[config.mk]
export PLATFORM = sky130hd
export DESIGN_NAME = qos_egress_arbiter
export DESIGN_NICKNAME = d
export VERILOG_FILES = /design/src/rtl/qos_egress_arbiter.sv
export SDC_FILE = /design/constraint.sdc
export NUM_CORES = 1
export LEC_CHECK = 0
export CAP_MARGIN = 20
export CORE_ASPECT_RATIO = 1.25
export CORE_MARGIN = 2
export CORE_UTILIZATION = 35
export DETAILED_ROUTE_END_ITERATION = 7
export GPL_TIMING_DRIVEN = 0
export SLEW_MARGIN = 20
export SYNTH_ARGS = -nofsm -noshare
export SYNTH_HDL_FRONTEND = slang
export SYNTH_SLANG_ARGS = --single-unit
export TNS_END_PERCENT = 30
[constraint.sdc]
create_clock -name clk -period 4.85 [get_ports clk]
set_input_delay 0.485 -clock clk [delete_from_list [all_inputs] [get_ports clk]]
set_output_delay 0.485 -clock clk [all_outputs]
set_load 0.02 [all_outputs]
[src/rtl/qos_egress_arbiter.sv]
// QoS egress arbiter: drains four class FIFOs round-robin into one egress
// stream, honours downstream almost-full, and keeps per-class word counters.
module qos_egress_arbiter #(
    parameter int unsigned DATA_W = 12,
    parameter int unsigned CNT_W  = 8
) (
    input  logic              clk,
    input  logic              reset,
    input  logic              active_in,
    input  logic              fifo_empty0,
    input  logic              fifo_empty1,
    input  logic              fifo_empty2,
    input  logic              fifo_empty3,
    input  logic [DATA_W-1:0] fifo_dataout0,
    input  logic [DATA_W-1:0] fifo_dataout1,
    input  logic [DATA_W-1:0] fifo_dataout2,
    input  logic [DATA_W-1:0] fifo_dataout3,
    output logic              pop0,
    output logic              pop1,
    output logic              pop2,
    output logic              pop3,
    input  logic              out_almost_full,
    output logic [DATA_W-1:0] data_out,
    output logic              push_out,
    input  logic              req,
    input  logic [2:0]        idx,
    output logic              valid,
    output logic [CNT_W-1:0]  data
);
    localparam int unsigned NUM_CLS = 4;
    localparam int unsigned CLS_W   = 2;

    logic [NUM_CLS-1:0] empty;
    logic [NUM_CLS-1:0] pop_q;
    logic [CLS_W-1:0]   ptr_q;
    logic [CLS_W-1:0]   grant;
    logic               found;
    logic               eligible;
    logic [CLS_W-1:0]   pop_cls;
    logic               tag_vld_q;
    logic [CLS_W-1:0]   tag_q;
    logic [DATA_W-1:0]  tag_data;
    logic [CLS_W-1:0]   push_cls_q;
    logic [CNT_W-1:0]   cnt_q [NUM_CLS];
    logic [CNT_W-1:0]   total_q;
    logic [CNT_W-1:0]   rd_sel;

    assign empty = {fifo_empty3, fifo_empty2, fifo_empty1, fifo_empty0};
    assign pop0  = pop_q[0];
    assign pop1  = pop_q[1];
    assign pop2  = pop_q[2];
    assign pop3  = pop_q[3];

    // First non-empty class scanning upward from the pointer, wrapping 3->0
    always_comb begin
        grant = '0;
        found = 1'b0;
        for (int i = 0; i < int'(NUM_CLS); i++) begin
            if (!found && !empty[ptr_q + CLS_W'(i)]) begin
                grant = ptr_q + CLS_W'(i);
                found = 1'b1;
            end
        end
    end

    assign eligible = active_in & ~out_almost_full & found;

    // Registered pop strobe and round-robin pointer update
    always_ff @(posedge clk) begin
        if (reset) begin
            pop_q <= '0;
            ptr_q <= '0;
        end else begin
            pop_q <= '0;
            if (eligible) begin
                pop_q <= NUM_CLS'(1) << grant;
                ptr_q <= grant + CLS_W'(1);
            end
        end
    end

    // Encode the class being popped this cycle
    always_comb begin
        pop_cls = '0;
        for (int i = 0; i < int'(NUM_CLS); i++) begin
            if (pop_q[i]) begin
                pop_cls = CLS_W'(i);
            end
        end
    end

    // One-stage tag pipe: remembers which FIFO will present data next cycle
    always_ff @(posedge clk) begin
        if (reset) begin
            tag_vld_q <= 1'b0;
            tag_q     <= '0;
        end else begin
            tag_vld_q <= |pop_q;
            tag_q     <= pop_cls;
        end
    end

    // Select read data of the tagged class
    always_comb begin
        tag_data = fifo_dataout0;
        case (tag_q)
            2'd0:    tag_data = fifo_dataout0;
            2'd1:    tag_data = fifo_dataout1;
            2'd2:    tag_data = fifo_dataout2;
            default: tag_data = fifo_dataout3;
        endcase
    end

    // Egress register: word and push strobe, class kept for counting
    always_ff @(posedge clk) begin
        if (reset) begin
            data_out   <= '0;
            push_out   <= 1'b0;
            push_cls_q <= '0;
        end else begin
            push_out <= tag_vld_q;
            if (tag_vld_q) begin
                data_out   <= tag_data;
                push_cls_q <= tag_q;
            end
        end
    end

    // Per-class and total forwarded-word counters, wrapping
    always_ff @(posedge clk) begin
        if (reset) begin
            for (int i = 0; i < int'(NUM_CLS); i++) begin
                cnt_q[i] <= '0;
            end
            total_q <= '0;
        end else if (push_out) begin
            cnt_q[push_cls_q] <= cnt_q[push_cls_q] + CNT_W'(1);
            total_q           <= total_q + CNT_W'(1);
        end
    end

    // Counter readout selection
    always_comb begin
        rd_sel = '0;
        case (idx)
            3'd0, 3'd1, 3'd2, 3'd3: rd_sel = cnt_q[idx[CLS_W-1:0]];
            3'd4:                   rd_sel = total_q;
            default:                rd_sel = '0;
        endcase
    end

    // Registered readout; sees counters before any same-cycle increment
    always_ff @(posedge clk) begin
        if (reset) begin
            valid <= 1'b0;
            data  <= '0;
        end else begin
            valid <= req;
            data  <= req ? rd_sel : '0;
        end
    end

endmodule

After elaboration in Yosys (flattened, before gate mapping)
Memories as Yosys holds them, arrays and structs flattened. A register that Yosys moved wholly into a read port is not among the register bits.
Index checks and enable logic that the tools add are counted.
- memories kept: 1
- latch bits: 0
- register bits: 41
- memory bits (read-only): 0
- RAM bits: 32
- logic and storage cells: 79
- output and inout port bits: 26
- memory list (memory ; words ; width ; rd ports ; clocked after memory_dff ; write ports ; RTL line ; RTL):
    cnt_q ; 4 ; 8 ; 2 ; 1 ; 4 ; 44 ; logic [CNT_W-1:0] cnt_q [NUM_CLS];
- bitwise logic cells: 5
- reductions and logical operators: 15
- multipliers: 0
- shift-type cells: 1
- div/mod/pow operators: 0
- equal/unequal tests: 6
- add/sub/neg operators: 6
- multiplexer cells: 31
- magnitude comparators: 4
- operators by type and width (kind ; number):
    $pmux 12 s3 ; 1
    $mux 2 ; 9
    $add 8x1->8 const B ; 2
    $pmux 8 s2 ; 1
    $mux 1 ; 15
    $lt 2x3->1 const B ; 4
    $bmux 1 s2 ; 4
    $mux 8 ; 1
    $reduce_or 4->1 ; 2
    $reduce_or 8->1 ; 1
    $eq 3x2->1 const B ; 2
    $logic_not 1->1 ; 5
    $add 2x1->2 const B ; 2
    $add 2x2->2 const B ; 2
    $reduce_or 2->1 ; 2
    $shl 1x2->4 const A ; 1
    $eq 3x1->1 const B ; 1
    $eq 3x3->1 const B ; 1
    $logic_and 1x1->1 ; 3
    $logic_not 3->1 ; 1
    $not 1->1 ; 3
    $and 1x1->1 ; 2
    $eq 2x1->1 const B ; 1
    $eq 2x2->1 const B ; 1
    $logic_not 2->1 ; 1

Depth between registers and ports, before layout
- depth after elaboration: 15
- mapped depth: 7
- mapped depth without buffers: 6

Worst setup path after synthesis
OpenSTA, ideal clock, no wires.
- kind: reg2reg
- start point: register (tool-made name)
- end point: memory cnt_q[0][6] (data pin)
- stages on the path, launching flop included: 8
- setup slack: 2.879 ns
- buffers on the path: 1
- data required time: 4.586 ns
- arrival: 1.706 ns
- period minus slack after synthesis: 1.971 ns
- cells stage by stage: dfxtp_1 buf_6 mux4_1 ha_1 nand2_1 nor2_1 xnor2_1 nor2_1
- RTL lines (what ; RTL line):
    to (decl) ; 44

==> run metrics <==
Hold Path End data_out[9]; post-synthesis async set-or-reset flop share 0%; DRT Wirelength 8.276 mm; max cap viols 0; TritonCTS clock tree built; crit end category flip-flop; routed vias 2589; Synth area leader edfxtp_1; Worst EP arrival 2.42 ns; post-synthesis simple-gate area fraction 13.52%; die area 10820 sq um; critical path launch point reset; Clock Path Buffers 2; Nets 443; crit path max fanout 9; post-CTS setup buffers 0; reg-to-reg slack, setup 2.55 ns; H-Tree Depth 3; Die H 115.8 um; CP Launch Type primary input; Initial Util 36.22%; drt first-iter violations 103; post-synthesis mux area share 22.93%; Psw 323.6 uW; Synth area leaders edfxtp_1, dfxtp_1, mux4_2, nor2_1, mux2i_1; I/O pin total 86; initial antenna violation count 0; Hold Path Class flip-flop to flip-flop; most frequent cells after synthesis nor2_1, dfxtp_1, edfxtp_1; top_reg_cell synth dfxtp_1; most frequent cell after synthesis nor2_1; first-pass GRT wire length 12.88 mm; Peak VDD IR 169.1 uV; Synth Instances 287; fin crit share 50.66%; Pwr Density 326.2 nW/um^2; data required time of the worst path 4.82 ns; Clock Pin Slew Worst Setup and Hold Paths 0.06 ns; via count of the first global-routing pass 2608; I/O Buffers 83; total track usage 15.63%; CTS root buf clkbuf_16; Yosys reg bits 75; Hold Crit Depth 2; Reg-to-Reg Start push_out; mean area per synthesized cell 12.19 sq um; skew final 0.006527 ns; post-synth top area share 27.47%; Worst-Margin Slew 0.8241 ns; vias per cell 5.057; n_diodes 0; compound-gate portion of the synthesized area 4.900%; Layout Utilization 50.05%; Final GP Congestion 0.8189; Adder-Cell Fraction of Synth Area 0.7153%; grt ovf 0; setup TNS 0 ns; fraction of layout instances using a drive strength above 1 12.44%; clk_lat worst skew 0.32 ns; Die Width 93.42 um; Post-synth EDFFs 32; Routed Antenna Nets 0; area grow syn2layout 38.20%; reg-to-reg critical path endpoint cnt_q[0][4]; maximum clock rate 407.0 MHz; Reg2Reg Depth 6; clock power share 46.3%; Setup CP Type primary input to flip-flop; Pleak 0.001709 uW; Syn Nets 349; core area 9659 sq um; HPWL Detailed 6.241 mm; number of library cell types mapped by synthesis 39; Seq pwr share 43.5%; Post-CTS Hold Buffers 0; pins over their slew limit 0; switching portion of total power 20.52%; routed len/inst 16.16 um; combinational share of power 10.2%; hold path startpoint data_out[9]; final setup fails 0; post-layout minimum cycle time 2.457 ns; drt first pass iters 4; Slew HR 44.64%; sequential area share after synthesis 52.07%; largest family of logic cells by synthesized area multiplexers; TritonCTS buffer count 9; RSZ-0062 raised after global routing false; synthesized cell area 3498 sq um; number of fill cells 872; Syn. warnings 0; CTS-repair resized insts 0; status complete, no violations; largest net degree at the start of global routing 14; row cnt 40; Internal Dissipation 1254 uW; DRC 0; total clock sinks 75; final hold viol count 0; Synth Area in XOR/XNOR 2.754%
==> critical path, cell delays in order <==
cell	delay (ns)
clkdlybuf4s50_1	0.47
nand2b_1	0.10
clkbuf_1	0.37
or3_1	0.17
clkbuf_1	0.41
nand2b_1	0.41
==> area by class of cell <==
type                            count  area (sq um)  area share (%)
Sequential cell                    75          1822           37.68
Multi-Input combinational cell    186          1568           32.43
Timing Repair Buffer               83         830.8           17.18
Clock buffer                       15         342.8           7.091
Tap cell                          126         157.7           3.261
Buffer                             16         71.32           1.475
Inverter                           10         37.54          0.7764
Clock inverter                      1         5.005          0.1035
==> placed cells by master, fill, tap and decap left out, drive strengths merged, types with 5 or more instances in the layout <==
cell	synthesis	routed
clkdlybuf4s50	0	83
nor2	65	65
dfxtp	43	43
edfxtp	32	32
mux4	28	28
clkbuf	11	26
mux2i	16	16
nand2	12	12
inv	9	9
a22oi	8	8
xor2	6	6
a21oi	6	6
nand2b	5	5
xnor2	5	5
buf	5	5
==> per-stage QoR <==
step	worst slack [ns]	total power (uW)	cells	hold WS [ns]	cell area, sq um
detailed placement	2.031	861.8	496	0.4867	4487
floorplan	2.879	780.1	287	0.4585	3498
global route	2.272	1638	512	0.5216	4835
CTS	2.361	1593	512	0.5013	4835
global placement	2.032	857.9	496	0.4728	4487
finish	2.393	1577	512	0.4947	4835
==> kinds of logic (layout without fill, tap and decap cells) <==
group | Yosys count | after routing
compound gates | 25 | 25
fa+ha+maj | 2 | 2
mux | 44 | 44
xor+xnor | 11 | 11
buf+inv | 26 | 125
flops | 75 | 75
simple gates | 104 | 104
==> flip-flops by register name (all words and copies together) (netlist names), named ones only <==
signal      count
pop_q           4
data_out       12
tag_vld_q       1
valid           1
total_q         8
push_cls_q      2
push_out        1
tag_q           2
cnt_q          32
data            8
ptr_q           2
==> per-layer routing <==
metal	part of all wire [%]	wire length, um	global-route usage, %
met1	39	3189	18.09
met2	55	4579	28.25
met3	4.1	339	3.576
met4	2.0	167	5.588
met5	0	0	0
==> power groups by stage <==
stage	logic, uW	registers [uW]	clock network [uW]
3_3_place_gp	159	698	0
5_1_grt	173	688	777
2_1_floorplan	74.9	705	0
4_1_cts	162	687	744
6_report	161	686	730
3_5_place_dp	162	700	0
==> how the worst max path moves through the flow <==
stage                        to  cells after the start  slack (ns)
finish              cnt_q[0][4]                      6        2.39
global route        cnt_q[0][1]                      6        2.27
CTS                 cnt_q[0][6]                      6        2.36
detailed placement  cnt_q[0][3]                      6        2.03
global placement    cnt_q[0][3]                      6        2.03
floorplan           cnt_q[0][6]                      7        2.88
No activity file was read; power rests on OpenSTA's default activity.
